<file path="src/rtl/ps2_keycode_rx_if.sv">
// ps2_keycode_rx_if: PS/2 pin inputs and decoded key outputs of ps2_keycode_rx
//   ps2_clk, ps2_dat                 raw asynchronous PS/2 lines (driven by master)
//   keycode, press                   held make code and key-held level
//   rx_valid, rx_byte, frame_err     per-byte pulse, last byte, error pulse
interface ps2_keycode_rx_if;
  logic       ps2_clk;
  logic       ps2_dat;
  logic [7:0] keycode;
  logic       press;
  logic       rx_valid;
  logic [7:0] rx_byte;
  logic       frame_err;
  modport master (output ps2_clk, ps2_dat, input keycode, press, rx_valid, rx_byte, frame_err);
  modport slave  (input ps2_clk, ps2_dat, output keycode, press, rx_valid, rx_byte, frame_err);
endinterface

</file>
<file path="src/rtl/ps2_keycode_rx.sv">
// ps2_keycode_rx: PS/2 keyboard receiver with make/break/extended decode
//   clk_clk        system clock
//   reset_reset_n  asynchronous active-low reset, released synchronously
//   bus            ps2_keycode_rx_if.slave: ps2_clk/ps2_dat in; keycode, press,
//                  rx_valid, rx_byte, frame_err out
//   PS2_PARITY_CHECK_EN  when defined, a bad odd parity rejects the frame
module ps2_keycode_rx #(
  parameter int FILTER_LEN     = 8,
  parameter int TIMEOUT_CYCLES = 50000
) (
  input  logic           clk_clk,
  input  logic           reset_reset_n,
  ps2_keycode_rx_if.slave bus
);
  localparam int FW = $clog2(FILTER_LEN + 1);
  localparam int TW = $clog2(TIMEOUT_CYCLES + 1);
  typedef enum logic [1:0] {IDLE, RECV, CHECK} state_t;
  logic [1:0]    rst_sync_q;
  logic          rst_n;
  logic [1:0]    sync1_q, sync2_q, filt_q, filt_d;
  logic [FW-1:0] fcnt_q [2];
  logic [FW-1:0] fcnt_d [2];
  logic          clk_prev_q, fall, dat;
  state_t        state_q, state_d;
  logic [3:0]    cnt_q, cnt_d;
  logic [7:0]    sr_q, sr_d;
  logic          par_q, par_d, stop_q, stop_d, ok;
  logic [TW-1:0] tmo_q, tmo_d;
  logic [7:0]    kc_q, kc_d, byte_q, byte_d;
  logic          press_q, press_d, vld_q, vld_d, err_q, err_d, brk_q, brk_d, ext_q, ext_d;
  // Reset asserts asynchronously but every other flop leaves reset on a clock edge.
  always_ff @(posedge clk_clk or negedge reset_reset_n)
    if (!reset_reset_n) rst_sync_q <= '0;
    else rst_sync_q <= {rst_sync_q[0], 1'b1};
  assign rst_n = rst_sync_q[1];
  // Index 0 is ps2_clk, index 1 is ps2_dat.
  always_comb begin
    for (int i = 0; i < 2; i++) begin
      filt_d[i] = filt_q[i];
      fcnt_d[i] = '0;
      if (sync2_q[i] != filt_q[i]) begin
        if (fcnt_q[i] == FW'(FILTER_LEN - 1)) filt_d[i] = sync2_q[i];
        else fcnt_d[i] = fcnt_q[i] + 1'b1;
      end
    end
  end
  assign fall = clk_prev_q & ~filt_q[0];
  assign dat  = filt_q[1];
`ifdef PS2_PARITY_CHECK_EN
  assign ok = stop_q & (^{sr_q, par_q});
`else
  assign ok = stop_q;
`endif
  always_comb begin
    state_d = state_q;
    cnt_d   = cnt_q;
    sr_d    = sr_q;
    par_d   = par_q;
    stop_d  = stop_q;
    tmo_d   = tmo_q;
    kc_d    = kc_q;
    press_d = press_q;
    byte_d  = byte_q;
    brk_d   = brk_q;
    ext_d   = ext_q;
    vld_d   = 1'b0;
    err_d   = 1'b0;
    case (state_q)
      IDLE: begin
        tmo_d = '0;
        if (fall && !dat) begin
          state_d = RECV;
          cnt_d   = '0;
        end
      end
      RECV: begin
        if (fall) begin
          tmo_d = '0;
          cnt_d = cnt_q + 4'd1;
          if (cnt_q < 4'd8) sr_d = {dat, sr_q[7:1]};
          else if (cnt_q == 4'd8) par_d = dat;
          else begin
            stop_d  = dat;
            state_d = CHECK;
          end
        end else if (tmo_q == TW'(TIMEOUT_CYCLES - 1)) begin
          state_d = IDLE;
          err_d   = 1'b1;
          tmo_d   = '0;
        end else tmo_d = tmo_q + 1'b1;
      end
      CHECK: begin
        state_d = IDLE;
        if (!ok) err_d = 1'b1;
        else begin
          vld_d  = 1'b1;
          byte_d = sr_q;
          if (sr_q == 8'hE0) ext_d = 1'b1;
          else if (sr_q == 8'hF0) brk_d = 1'b1;
          else if (brk_q) begin
            // Only the release of the tracked key drops press.
            if (sr_q == kc_q) press_d = 1'b0;
            brk_d = 1'b0;
            ext_d = 1'b0;
          end else begin
            kc_d    = sr_q;
            press_d = 1'b1;
            ext_d   = 1'b0;
          end
        end
      end
      default: state_d = IDLE;
    endcase
  end
  always_ff @(posedge clk_clk or negedge rst_n)
    if (!rst_n) begin
      sync1_q    <= 2'b11;
      sync2_q    <= 2'b11;
      filt_q     <= 2'b11;
      fcnt_q[0]  <= '0;
      fcnt_q[1]  <= '0;
      clk_prev_q <= 1'b1;
      state_q    <= IDLE;
      cnt_q      <= '0;
      sr_q       <= '0;
      par_q      <= 1'b0;
      stop_q     <= 1'b0;
      tmo_q      <= '0;
      kc_q       <= '0;
      press_q    <= 1'b0;
      byte_q     <= '0;
      vld_q      <= 1'b0;
      err_q      <= 1'b0;
      brk_q      <= 1'b0;
      ext_q      <= 1'b0;
    end else begin
      sync1_q    <= {bus.ps2_dat, bus.ps2_clk};
      sync2_q    <= sync1_q;
      filt_q     <= filt_d;
      fcnt_q[0]  <= fcnt_d[0];
      fcnt_q[1]  <= fcnt_d[1];
      clk_prev_q <= filt_q[0];
      state_q    <= state_d;
      cnt_q      <= cnt_d;
      sr_q       <= sr_d;
      par_q      <= par_d;
      stop_q     <= stop_d;
      tmo_q      <= tmo_d;
      kc_q       <= kc_d;
      press_q    <= press_d;
      byte_q     <= byte_d;
      vld_q      <= vld_d;
      err_q      <= err_d;
      brk_q      <= brk_d;
      ext_q      <= ext_d;
    end
  assign bus.keycode   = kc_q;
  assign bus.press     = press_q;
  assign bus.rx_valid  = vld_q;
  assign bus.rx_byte   = byte_q;
  assign bus.frame_err = err_q;
endmodule
</file>
<file path="src/flat_wrapper.sv">
// flat-port wrapper written by rule: the top's interface ports become plain ports
module ps2_keycode_rx_flat 
#(
  parameter int FILTER_LEN     = 8,
  parameter int TIMEOUT_CYCLES = 50000
)
  (clk_clk, reset_reset_n, bus_ps2_clk, bus_ps2_dat, bus_keycode, bus_press, bus_rx_valid, bus_rx_byte, bus_frame_err);
  ps2_keycode_rx_if bus_i ();
  input  logic clk_clk;
  input  logic reset_reset_n;
  input wire logic [$bits(bus_i.ps2_clk)-1:0] bus_ps2_clk;
  input wire logic [$bits(bus_i.ps2_dat)-1:0] bus_ps2_dat;
  output wire logic [$bits(bus_i.keycode)-1:0] bus_keycode;
  output wire logic [$bits(bus_i.press)-1:0] bus_press;
  output wire logic [$bits(bus_i.rx_valid)-1:0] bus_rx_valid;
  output wire logic [$bits(bus_i.rx_byte)-1:0] bus_rx_byte;
  output wire logic [$bits(bus_i.frame_err)-1:0] bus_frame_err;
  assign bus_i.ps2_clk = bus_ps2_clk;
  assign bus_i.ps2_dat = bus_ps2_dat;
  assign bus_keycode = bus_i.keycode;
  assign bus_press = bus_i.press;
  assign bus_rx_valid = bus_i.rx_valid;
  assign bus_rx_byte = bus_i.rx_byte;
  assign bus_frame_err = bus_i.frame_err;
  ps2_keycode_rx #(.FILTER_LEN(FILTER_LEN), .TIMEOUT_CYCLES(TIMEOUT_CYCLES)) u_core (.clk_clk(clk_clk), .reset_reset_n(reset_reset_n), .bus(bus_i));
endmodule
</file>
<file path="config.mk">
export PLATFORM = sky130hd
export DESIGN_NAME = ps2_keycode_rx_flat
export DESIGN_NICKNAME = d
export VERILOG_FILES = /design/src/rtl/ps2_keycode_rx_if.sv /design/src/rtl/ps2_keycode_rx.sv /design/src/flat_wrapper.sv
export SDC_FILE = /design/constraint.sdc
export NUM_CORES = 1
export LEC_CHECK = 0
export CORE_MARGIN = 2
export CORE_UTILIZATION = 40
export CTS_BUF_LIST = sky130_fd_sc_hd__clkbuf_4 sky130_fd_sc_hd__clkbuf_8
export DETAILED_ROUTE_END_ITERATION = 8
export SKIP_CTS_REPAIR_TIMING = 1
export SYNTH_ARGS = -nofsm -noshare
export SYNTH_HDL_FRONTEND = slang
export SYNTH_SLANG_ARGS = --single-unit
</file>
<file path="constraint.sdc">
create_clock -name clk_clk -period 2.24 [get_ports clk_clk]
set_clock_uncertainty 0.15 [all_clocks]
set_input_delay 0.448 -clock clk_clk [delete_from_list [all_inputs] [get_ports clk_clk]]
set_output_delay 0.448 -clock clk_clk [all_outputs]
set_load 0.03 [all_outputs]
</file>
Yosys cells after proc, flatten, opt, wreduce, memory -nomap -nowiden. Cells that the tools add are included.

Register bits after elaboration: 68. Bits of input ports: 4.

$add $sub $neg: 4. $lt $le $gt $ge: 1. Eq/ne operators: 17. Multiplexer cells: 25. Bitwise operators: 7. Reduce and logical (&&, ||, !) cells: 14.

Operator list (number): 2-to-1 mux 16 bit (2); one-hot mux 16 bit (2 select lines) (1); 2-to-1 mux 4 bit (6); adder 16 x 1 -> 16 bit (second input constant) (1); equality test 16 bit (second input constant) (1); equality test 8 bit (second input constant) (2); adder 4 x 1 -> 4 bit (second input constant) (3); 2-to-1 mux 2 bit (5); AND reduction 5 bit (2); AND reduction 3 bit (3); equality test 4 x 3 -> 1 bit (second input constant) (2); equality test 8 bit (1); 2-to-1 mux 1 bit (8); one-hot mux 4 bit (2 select lines) (1); AND reduction 4 bit (2); != test 3 bit (second input constant) (2); inverter 1 bit (6); AND reduction 2 bit (3); equality test 4 bit (second input constant) (1); less-than comparator 4 bit (second input constant) (1); != test 2 x 1 -> 1 bit (second input constant) (2); one-hot mux 2 bit (2 select lines) (1); != test 3 x 1 -> 1 bit (second input constant) (1); equality test 2 x 1 -> 1 bit (second input constant) (1); 9 further kinds (10).

Logic depth before layout (Yosys ltp).
Word-level depth: 5. Depth in mapped cells: 8. Gate-level depth less buffers: 6.

Worst setup path after synthesis. Ideal clock, no wire load.

Kind: reg2reg. Start point: reg u_core.tmo_q[0]. End point: reg u_core.tmo_q[10]. Arrival: 1604 ps. Slack: 403 ps. Cell stages (with the launch flop): 6. Path buffers: 0. Period minus slack after synthesis: 1837 ps. Cells stage by stage: dfrtp_1 -> ha_1 -> nand3_2 -> or3_1 -> or4b_1 -> o21ai_0.

Word-level cells in the longest chain between the ends: 4. Elaborated cells between the ends (all ways): 5. Classes of those cells: 1 x add/sub; 1 x eq/ne; 3 x mux.

Ends and longest elaborated chain: start: declaration (line ps2_keycode_rx.sv:28) `logic [TW-1:0] tmo_q, tmo_d;`; start signal: assignment (line ps2_keycode_rx.sv:148) `tmo_q <= tmo_d;`; adder 16 x 1 -> 16 bit / equality test 16 bit (equally long branches) (line ps2_keycode_rx.sv:90, ps2_keycode_rx.sv:86); 2-to-1 mux 16 bit * (line ps2_keycode_rx.sv:86) `end else if (tmo_q == TW'(TIMEOUT_CYCLES - 1)) begin`; 2-to-1 mux 16 bit * (line ps2_keycode_rx.sv:77) `if (fall) begin`; one-hot mux 16 bit (2 select lines) * (line ps2_keycode_rx.sv:68) `case (state_q)`.

Mark *: on every way between the ends. The rest lies on a longest branch, timed or not. A chain may end at the register's enable or synchronous reset.

Worst setup path in the final report. Ends and elaborated chain as after synthesis.

==> results.sh <==
export IMPL_combinationalPowerShare_pct=23.6
export IMPL_postSynth_asyncResetShare_pct=100
export IMPL_remaining_antenna_violation_count=0
export IMPL_syn_inst=273
export IMPL_ys_seq_area_share_pct=53.9
export IMPL_synth_area_per_cell_um2=11.6
export IMPL_cts_tree="yes"
export IMPL_insertion_delay_ns=0.34
export IMPL_yosys_cell_types_count=53
export IMPL_internal_power_mw=2.25
export IMPL_flow_area_growth_from_synthesis_pct=17.8
export IMPL_placement_rows=32
export IMPL_worst_r2r_cell_count=6
export IMPL_power_density_nw_per_um2=895
export IMPL_finalWeightedCongestion=0.813
export IMPL_cts_max_path_buffers=2
export IMPL_detail_route_drc_violations=0
export IMPL_synth_top_cell_by_area="sky130_fd_sc_hd__dfrtp_1"
export IMPL_final_cell_mix="sky130_fd_sc_hd__dfrtp_1 (60), sky130_fd_sc_hd__mux2_2 (26), sky130_fd_sc_hd__clkdlybuf4s50_1 (22), sky130_fd_sc_hd__a31oi_1 (19), sky130_fd_sc_hd__nand2_1 (15)"
export IMPL_clock_tree_root_cell="sky130_fd_sc_hd__clkbuf_8"
export IMPL_grt_max_degree=49
export IMPL_clk_pin_slew_ns=0.08
export IMPL_mappedNetlistNets=285
export IMPL_routed_wire_length_per_instance_um=14.2
export IMPL_initial_utilization_pct=41.3
export IMPL_vdd_ir_drop_max_mv=0.367
export IMPL_p_sw_share_pct=32.7
export IMPL_grt_pass1_vias=2151
export IMPL_routed_wl_um=5830
export IMPL_detailroute_via_count=2185
export IMPL_antenna_diode_count=0
export IMPL_worst_endpoint_required_ns=2.35
export IMPL_floorplan_die_width_um=93.1
export IMPL_critPathCaptureType="flop"
export IMPL_layout_drive_gt1_share_pct=21.6
export IMPL_finalSetupTns_ns=0
export IMPL_dieArea_um2=8660
export IMPL_worstSetupStartpointType="flop"
export IMPL_crit_arrival_ns=2.15
export IMPL_rsz0062_at_grt="no"
export IMPL_h_tree_depth=3
export IMPL_synth_edff_count=0
export IMPL_postSynthRegisterBits=68
export IMPL_io_pins=23
export IMPL_placement_io_buffers=22
export IMPL_cts_inserted_buffers=9
export IMPL_worst_slew_pin_transition_ns=0.519
export IMPL_p_leak_nw=1.69
export IMPL_detailed_place_hpwl_um=3900
export IMPL_proportion_of_netlist_area_held_by_the_largest_area_contributor_pct=48.1
export IMPL_layout_worst_path_cycle_share_pct=90.7
export IMPL_max_clock_freq_mhz=492
export IMPL_maximum_capacitance_violations=0
export IMPL_layout_commonest_cell="sky130_fd_sc_hd__dfrtp_1"
export IMPL_critPathKind="reg -> reg"
export IMPL_fin_nets=317
export IMPL_initialDrtViolationCount=106
export IMPL_cts_sinks=68
export IMPL_slew_headroom_pct=65.3
export IMPL_design_core_area_um2=7690
export IMPL_globalRoute_totalOverflow=0
export IMPL_finalNonFillerCells=412
export IMPL_power_switching_mw=1.09
export IMPL_fill_cells=704
export IMPL_finalHoldWorstSlack_ns=0.0578
export IMPL_clk_pwr_share_pct=30.2
export IMPL_finalMaxSlewViolations=0
export IMPL_crit_fanout=22
export IMPL_yosysWarnings=0
export IMPL_hp_class="reg -> async"
export IMPL_yosys_top_cells_area="sky130_fd_sc_hd__dfrtp_1 (48%), sky130_fd_sc_hd__mux2_2 (9.2%), sky130_fd_sc_hd__dfstp_2 (5.8%), sky130_fd_sc_hd__a31oi_1 (3.7%), sky130_fd_sc_hd__ha_1 (3.2%)"
export IMPL_dp_cells=396
export IMPL_die_y_um=93.1
export IMPL_ys_dominant_reg_cell="sky130_fd_sc_hd__dfrtp_1"
export IMPL_finalPower_mw=3.35
export IMPL_hold_violations=0
export IMPL_mappedNetlistArea_um2=3170
export IMPL_initial_antenna_violation_count=0
export IMPL_sequentialPowerShare_pct=46.1
export IMPL_final_setup_viol_count=0
export IMPL_detail_route_first_pass_iterations=4
export IMPL_post_drt_via_cell_ratio=5.30
export IMPL_grt_first_pass_wirelength_um=10200
export IMPL_layout_min_cycle_time_ns=2.03
export IMPL_grt_usage_pct=15.2
export IMPL_run_status="completed"
==> path summary, 6_finish.rpt <==
check                           slack [ns]                    end                 start
worst min-delay path                  0.06  u_core.bus.rx_byte[0]  u_core.rst_sync_q[1]
worst max-delay path                  0.21       u_core.tmo_q[10]       u_core.tmo_q[0]
max in group asynchronous             1.22       u_core.filt_q[1]  u_core.rst_sync_q[1]
worst min register to register        0.06  u_core.bus.rx_byte[0]  u_core.rst_sync_q[1]
worst max register to register        0.21       u_core.tmo_q[10]       u_core.tmo_q[0]
min in group clk_clk                  0.21   u_core.rst_sync_q[1]  u_core.rst_sync_q[0]
==> cell usage after synthesis, drive strengths merged (2+ instances only) <==
cell,instances
o211ai,3
nand2b,4
clkbuf,3
ha,8
inv,11
o32a,3
nand4,3
and2,4
or4,2
buf,7
xor2,8
a31oi,19
and3,2
nor2,13
nand2,16
dfrtp,61
xnor2,4
nand3,9
a21oi,7
o31a,2
a211o,2
mux2,26
nor4,6
a41oi,2
nor2b,3
dfstp,7
o21ai,4
nor3,6
a22o,3
nand3b,7
==> cell families after synthesis <==
group	synth area share [%]
XOR/XNOR	3.31
AO/OA/AOI/OAI	11.3
adder cells (fa/ha/maj)	3.15
other	0.118
flip-flops	53.9
AND/OR/NAND/NOR	15.4
buffers and inverters	3.31
multiplexers	9.54
==> power by group through the flow <==
stage          registers (mW)  clock network (mW)  logic, mW
2_1_floorplan            1.54                   0      0.646
3_3_place_gp             1.56                   0      0.782
3_5_place_dp             1.57                   0      0.790
4_1_cts                  1.54                1.05      0.797
5_1_grt                  1.57                1.10      0.906
6_report                 1.54                1.01      0.791
==> stage by stage <==
stage                     setup WS (ns)  util [%]  cell area [µm²]
after CTS                         0.188      48.6             3740
after detailed placement          0.246      46.0             3540
after global routing              0.126      48.6             3740
after floorplan                  0.0685         -             3170
after global placement            0.308      46.0             3540
final                             0.208      48.6             3740
==> layer usage <==
metal	GRT usage [%]	wire, µm	vias up
met1	21.0	2990	1077
met4	6.25	73	0
met2	22.5	2600	25
met3	4.11	162	4
met5	0	0	-
li1	-	-	1079
==> layout make-up <==
class	instances	area [µm²]	share of cell area, %
flip-flops and latches	68	1710	45.8
well taps	102	128	3.41
repair buffers	31	300	8.03
multi-input cells	184	1360	36.3
clock inverters	7	75.1	2.01
inverters	11	41.3	1.10
clock buffers	9	124	3.31
==> registers in the layout, indices dropped and copies added (netlist names), 2 cells and up <==
signal	flops
u_core.filt_q	2
u_core.sync2_q	2
u_core.sync1_q	2
u_core.bus.rx_byte	8
u_core.sr_q	8
u_core.fcnt_q	8
u_core.state_q	2
u_core.cnt_q	4
u_core.rst_sync_q	2
u_core.bus.keycode	8
u_core.tmo_q	16
==> critical path, stage by stage, from the launching register on <==
cell and delay, ns:
sky130_fd_sc_hd__dfrtp_1 0.42, sky130_fd_sc_hd__ha_1 0.25, sky130_fd_sc_hd__nand3_2 0.15, sky130_fd_sc_hd__nand4b_1 0.17
sky130_fd_sc_hd__buf_4 0.27, sky130_fd_sc_hd__or4b_1 0.46, sky130_fd_sc_hd__o21ai_0 0.08
Power figures use the tool's default switching activity.
